<file path="src/rtl/wb_arbiter.sv">
// wb_arbiter
//   Round-robin arbiter that shares one Wishbone slave port between
//   N_MASTERS masters. A master raises cyc and waits for its registered
//   one-hot grant. It then runs its strobe/ack transfers and releases the
//   bus by dropping cyc. There is no preemption. Ack/err are routed back to
//   the owner only. A watchdog raises an error pulse when a strobe goes
//   unanswered for TIMEOUT cycles.
//
// Parameters
//   N_MASTERS : number of masters (2..8)
//   TIMEOUT   : unanswered-strobe cycles before a timeout error (0 = off)
//
// Ports
//   clk, rst_i                 : clock (rising edge), async active-high reset
//   m_cyc_i/m_stb_i/m_we_i     : per-master cycle, strobe, write enable
//   m_sel_i/m_adr_i/m_dat_i    : per-master select (4b), address, write data
//   m_gnt_o                    : registered one-hot grant
//   m_ack_o/m_err_o            : response routed to the owner only
//   m_dat_o                    : read data broadcast (= s_dat_i)
//   s_*_o                      : slave-side request, muxed from the owner
//   s_ack_i/s_err_i/s_dat_i    : slave response
module wb_arbiter #(
   parameter int unsigned N_MASTERS = 2,
   parameter int unsigned TIMEOUT   = 255
) (
   input  logic                      clk,
   input  logic                      rst_i,
   input  logic [N_MASTERS-1:0]      m_cyc_i,
   input  logic [N_MASTERS-1:0]      m_stb_i,
   input  logic [N_MASTERS-1:0]      m_we_i,
   input  logic [4*N_MASTERS-1:0]    m_sel_i,
   input  logic [32*N_MASTERS-1:0]   m_adr_i,
   input  logic [32*N_MASTERS-1:0]   m_dat_i,
   output logic [N_MASTERS-1:0]      m_gnt_o,
   output logic [N_MASTERS-1:0]      m_ack_o,
   output logic [N_MASTERS-1:0]      m_err_o,
   output logic [31:0]               m_dat_o,
   output logic                      s_cyc_o,
   output logic                      s_stb_o,
   output logic                      s_we_o,
   output logic [3:0]                s_sel_o,
   output logic [31:0]               s_adr_o,
   output logic [31:0]               s_dat_o,
   input  logic                      s_ack_i,
   input  logic                      s_err_i,
   input  logic [31:0]               s_dat_i
);

   localparam int unsigned IW = (N_MASTERS > 1) ? $clog2(N_MASTERS) : 1;
   localparam int unsigned WW = (TIMEOUT > 0) ? $clog2(TIMEOUT + 1) : 1;
   localparam logic [WW-1:0] WD_MAX = WW'((TIMEOUT > 0) ? TIMEOUT - 1 : 0);

   typedef enum logic {IDLE, BUSY} state_t;

   state_t                state;
   logic [IW-1:0]         owner;
   logic [IW-1:0]         last;
   logic [WW-1:0]         wd;

   logic                  busy;
   logic [N_MASTERS-1:0]  own_oh;
   logic [N_MASTERS-1:0]  req;
   logic [IW-1:0]         cand;
   logic [N_MASTERS-1:0]  cand_oh;
   logic                  cand_vld;
   logic                  tmo;

   assign busy = (state == BUSY);

   always_comb begin
      own_oh        = '0;
      own_oh[owner] = 1'b1;
   end

   // Round-robin search starting after the last owner. While BUSY the
   // current owner is masked out, so a releasing master can never win the
   // handover in its own release cycle.
   always_comb begin
      req      = busy ? (m_cyc_i & ~own_oh) : m_cyc_i;
      cand     = '0;
      cand_vld = 1'b0;
      for (int unsigned k = 1; k <= N_MASTERS; k++) begin
         int unsigned idx;
         idx = (32'(last) + k) % N_MASTERS;
         if (!cand_vld && req[IW'(idx)]) begin
            cand     = IW'(idx);
            cand_vld = 1'b1;
         end
      end
      cand_oh       = '0;
      cand_oh[cand] = 1'b1;
   end

   always_comb begin
      s_cyc_o = 1'b0;
      s_stb_o = 1'b0;
      s_we_o  = 1'b0;
      s_sel_o = '0;
      s_adr_o = '0;
      s_dat_o = '0;
      if (busy) begin
         s_cyc_o = m_cyc_i[owner];
         s_stb_o = m_stb_i[owner];
         s_we_o  = m_we_i[owner];
         s_sel_o = m_sel_i[32'(owner)*4 +: 4];
         s_adr_o = m_adr_i[32'(owner)*32 +: 32];
         s_dat_o = m_dat_i[32'(owner)*32 +: 32];
      end
   end

   assign tmo     = (TIMEOUT != 0) && busy && s_stb_o && !s_ack_i && !s_err_i
                    && (wd == WD_MAX);
   assign m_ack_o = (busy && s_ack_i) ? own_oh : '0;
   assign m_err_o = (busy && (s_err_i || tmo)) ? own_oh : '0;
   assign m_dat_o = s_dat_i;

   always_ff @(posedge clk or posedge rst_i) begin
      if (rst_i) begin
         state   <= IDLE;
         owner   <= '0;
         last    <= IW'(N_MASTERS - 1);
         wd      <= '0;
         m_gnt_o <= '0;
      end else begin
         case (state)
            IDLE: begin
               wd <= '0;
               if (cand_vld) begin
                  owner   <= cand;
                  last    <= cand;
                  m_gnt_o <= cand_oh;
                  state   <= BUSY;
               end else begin
                  m_gnt_o <= '0;
               end
            end
            BUSY: begin
               if (!m_cyc_i[owner]) begin
                  wd <= '0;
                  // Direct handover without an IDLE cycle when someone waits.
                  if (cand_vld) begin
                     owner   <= cand;
                     last    <= cand;
                     m_gnt_o <= cand_oh;
                  end else begin
                     m_gnt_o <= '0;
                     state   <= IDLE;
                  end
               end else if (TIMEOUT == 0 || s_ack_i || s_err_i || tmo) begin
                  wd <= '0;
               end else if (s_stb_o) begin
                  wd <= wd + 1'b1;
               end
            end
            default: state <= IDLE;
         endcase
      end
   end

endmodule
</file>
<file path="config.mk">
export PLATFORM = sky130hd
export DESIGN_NAME = wb_arbiter
export DESIGN_NICKNAME = d
export VERILOG_FILES = /design/src/rtl/wb_arbiter.sv
export SDC_FILE = /design/constraint.sdc
export NUM_CORES = 1
export LEC_CHECK = 0
export BUFFER_PORTS_ARGS = -buffer_cell sky130_fd_sc_hd__buf_4
export CAP_MARGIN = 15
export CORE_AREA = 10 10 102 104
export DETAILED_ROUTE_END_ITERATION = 16
export DIE_AREA = 0 0 112 114
export PLACE_DENSITY = 0.76
export SLEW_MARGIN = 25
export SYNTH_ARGS = -nofsm -noshare
export SYNTH_HDL_FRONTEND = slang
export SYNTH_SLANG_ARGS = --single-unit
</file>
<file path="constraint.sdc">
create_clock -name clk -period 1.7 [get_ports clk]
set_input_delay 0.34 -clock clk [delete_from_list [all_inputs] [get_ports clk]]
set_output_delay 0.34 -clock clk [all_outputs]
set_load 0.03 [all_outputs]
</file>
==> metrics.csv <==
stage,metric,value,unit
global_route,gr ovfl total,0,
yosys,post-synthesis adder-cell area fraction,0.0122,
global_route,number of global-route vias before repair,3066,
clocking,Worst-path clk slew,0.06,ns
route,Vias per Instance,4.68,
route,DRT Wirelength,12.4,mm
yosys,"flops & latches, synth",13,
setup_path,Startpoint Class,register,
setup_path,cells on worst reg2reg path,7,
min_path,Min-Delay Path Class,in2async,
setup_path,WP data required,1.36,ns
outcome,status,"finished, violations left",
final_layout,Reg area,330,um^2
clocking,CTS Buf Count,3,
setup_path,Worst EP arrival,1.78,ns
route,Initial DRC Count,213,
clocking,clk root buf,clkbuf_8,
clocking,Sink Count,13,
route,via count,2811,
global_route,initial antenna violation count,0,
timing,fin crit share,1.25,
yosys,Post-Synth XOR/XNOR Area,0.00856,
setup_path,Setup CP Type,reg2out,
timing,final setup vio count,76,
placed_design,Placed Area,3810,um^2
die,Rows,34,
yosys,Synth Warn #,0,
clocking,CTS Buffer Depth,2,
die,die width,112,um
power,pwr dens,604,nW/um^2
route,drt wl/cell,20.7,um
clocking,TritonCTS clock tree,yes,
setup_path,r2r startpoint,owner,
placed_design,Placer Congestion,0.802,
timing,RSZ-0062 raised after global routing,true,
power,maximum vdd ir drop,0.283,mV
yosys,Synth Area in Simple Gates,0.207,
final_layout,Final Net Count,674,
route,first drt pass iteration count,6,
final_layout,Antenna diodes,0,
yosys,"EDFF count, synth",0,
yosys,count of different cell masters after synthesis,32,
setup_path,"slowest stage cell, crit path",or4b_4,
final_layout,final instance area,4660,um^2
yosys,largest family of logic cells by synthesized area,multiplexers,
route,drt drc,0,
timing,Max Slew Vio Count,0,
yosys,mux share of post-synthesis cell area,0.354,
setup_path,r2r setup slk,0,ns
timing,min setup slack post-route,-0.423,ns
die,Core Area,8470,um^2
setup_path,worst-path cell chain,inv_2 -> ha_4 -> nand4_1 -> or4b_4 -> a21boi_4 -> buf_6,
flow_run,maxcap violations,0,
yosys,ys async rst share,1.00,
die,IO Count,287,
timing,Layout Skew,0.00178,ns
setup_path,Crit path largest cell delay,0.55,ns
yosys,main flop type after synthesis,dfrtp_1,
clocking,Skew-Pair Late Insertion Delay,0.25,ns
final_layout,area of the multi-input gates,1620,um^2
route,Antenna Nets Post-Route,0,
timing,fmax,0.471,GHz
placed_design,post-DP HPWL,9.03,mm
timing,final-report hold violation count,0,
yosys,syn_nets,453,
final_layout,area grow syn2layout,128,%
timing,min Tclk post-route,2.12,ns
setup_path,Critical R2R Capture,wd[2],
clocking,htree depth,1,
power,Pleak,2.39,nW
setup_path,CP endpoint kind,output pin,
timing,Rel. slew slack,0.657,
yosys,Compound-Gate Fraction of Synth Area,0.0844,
global_route,first-pass GRT wire length,18.4,mm
clocking,hold_buf cts,0,
yosys,Avg Inst Size Synth,7.49,um^2
die,Die H,114,um
yosys,Post-Syn Instances,273,
global_route,largest net degree at the start of global routing,28,
yosys,Post-Syn Area,2050,um^2
die,Initial Utilization,0.242,
timing,Worst-Margin Slew,0.515,ns
final_layout,layout cells sized above 1,0.690,
global_route,GRT Total Usage,0.176,
placed_design,PortBufs,222,
setup_path,crit path max fanout,2,
power,total power,2.81,mW
yosys,post-synthesis sequential area ratio,0.160,
outcome,failing checks,negative setup slack,
final_layout,"commonest non-fill, non-tap cells in the layout","buf_4 (203), mux2i_1 (53), buf_6 (44)",
final_layout,Filler cells,712,
die,die area,12800,um^2
final_layout,"commonest non-fill, non-tap cell in the layout",buf_4,
## kinds of logic after synthesis
group / after synthesis
buffers and inverters: 59
multiplexers: 72
XOR/XNOR: 2
AO/OA/AOI/OAI: 26
adder cells (fa/ha/maj): 2
flip-flops: 13
AND/OR/NAND/NOR: 99
## stage by stage
| stage | setup slack (ns) | TNS, ns | cells | hold WS [ns] | util |
|---|---|---|---|---|---|
| after floorplan | -0.144 | -0.263 | 273 | 0.216 | - |
| after global placement | -0.219 | -0.409 | 568 | 0.395 | 0.450 |
| after detailed placement | -0.231 | -0.467 | 568 | 0.406 | 0.450 |
| after CTS | -0.444 | -23.24 | 603 | 0.139 | 0.549 |
| after global routing | -0.500 | -24.50 | 601 | 0.164 | 0.550 |
| final | -0.423 | -19.52 | 601 | 0.123 | 0.550 |
## worst max path at each step
stage	end	slack, ns	from	depth (start not counted)
after global routing	m_err_o[1]	-0.50	wd[0]	6
after detailed placement	m_err_o[1]	-0.23	wd[0]	6
after floorplan	m_err_o[1]	-0.14	owner	4
final	m_err_o[1]	-0.42	wd[0]	6
after global placement	m_err_o[1]	-0.22	wd[0]	6
after CTS	m_err_o[1]	-0.44	wd[0]	6
## report_power, final
group          switching, mW  internal, mW
registers             0.0185         0.334
clock network          0.120         0.166
logic                   1.07          1.10
## flip-flops by register name (all words and copies together) (netlist names)
| name | count |
|---|---|
| last | 1 |
| busy | 1 |
| owner | 1 |
| wd | 8 |
| m_gnt_o | 2 |
## cells in the mapped netlist, types with 5 or more instances
cell      count  area, um^2
a211oi_1      6        45.0
clkbuf_1     11        41.3
nand2_1       5        18.8
nor2_1       73         274
inv_1         7        26.3
buf_4        33         248
dfrtp_1      12         300
buf_2         8        40.0
o21ai_0       6        30.0
mux2i_1      71         711
## layer usage
layer | GRT usage | share of wire | up-vias
met3 | 0.0535 | 0.077 | 13
met1 | 0.191 | 0.37 | 1314
li1 | - | - | 1350
met5 | 0 | 0 | -
met4 | 0.0398 | 0.013 | 0
met2 | 0.329 | 0.54 | 134
## worst max-delay path, delay by kind of cell (launching register included)
family / cells / cell delay, ns
simple gates: 2 / 0.66
buf+inv: 2 / 0.23
flops: 1 / 0.39
compound gates: 1 / 0.15
fa+ha+maj: 1 / 0.11
## cell type report
class,count,area share
flip-flops and latches,13,0.0709
well taps,108,0.0290
multi-input cells,201,0.347
inverters,7,0.00564
clock buffers,4,0.00967
repair buffers,268,0.538
## repair_timing
action / CTS / global route
gates resized for setup: 77 / 29
endpoints found under the setup margin: 79 / 83
pin swaps: 18 / 18
buffers inserted: 24 / 6
cloned: 12 / 0
(Power assumes the default switching activity.)
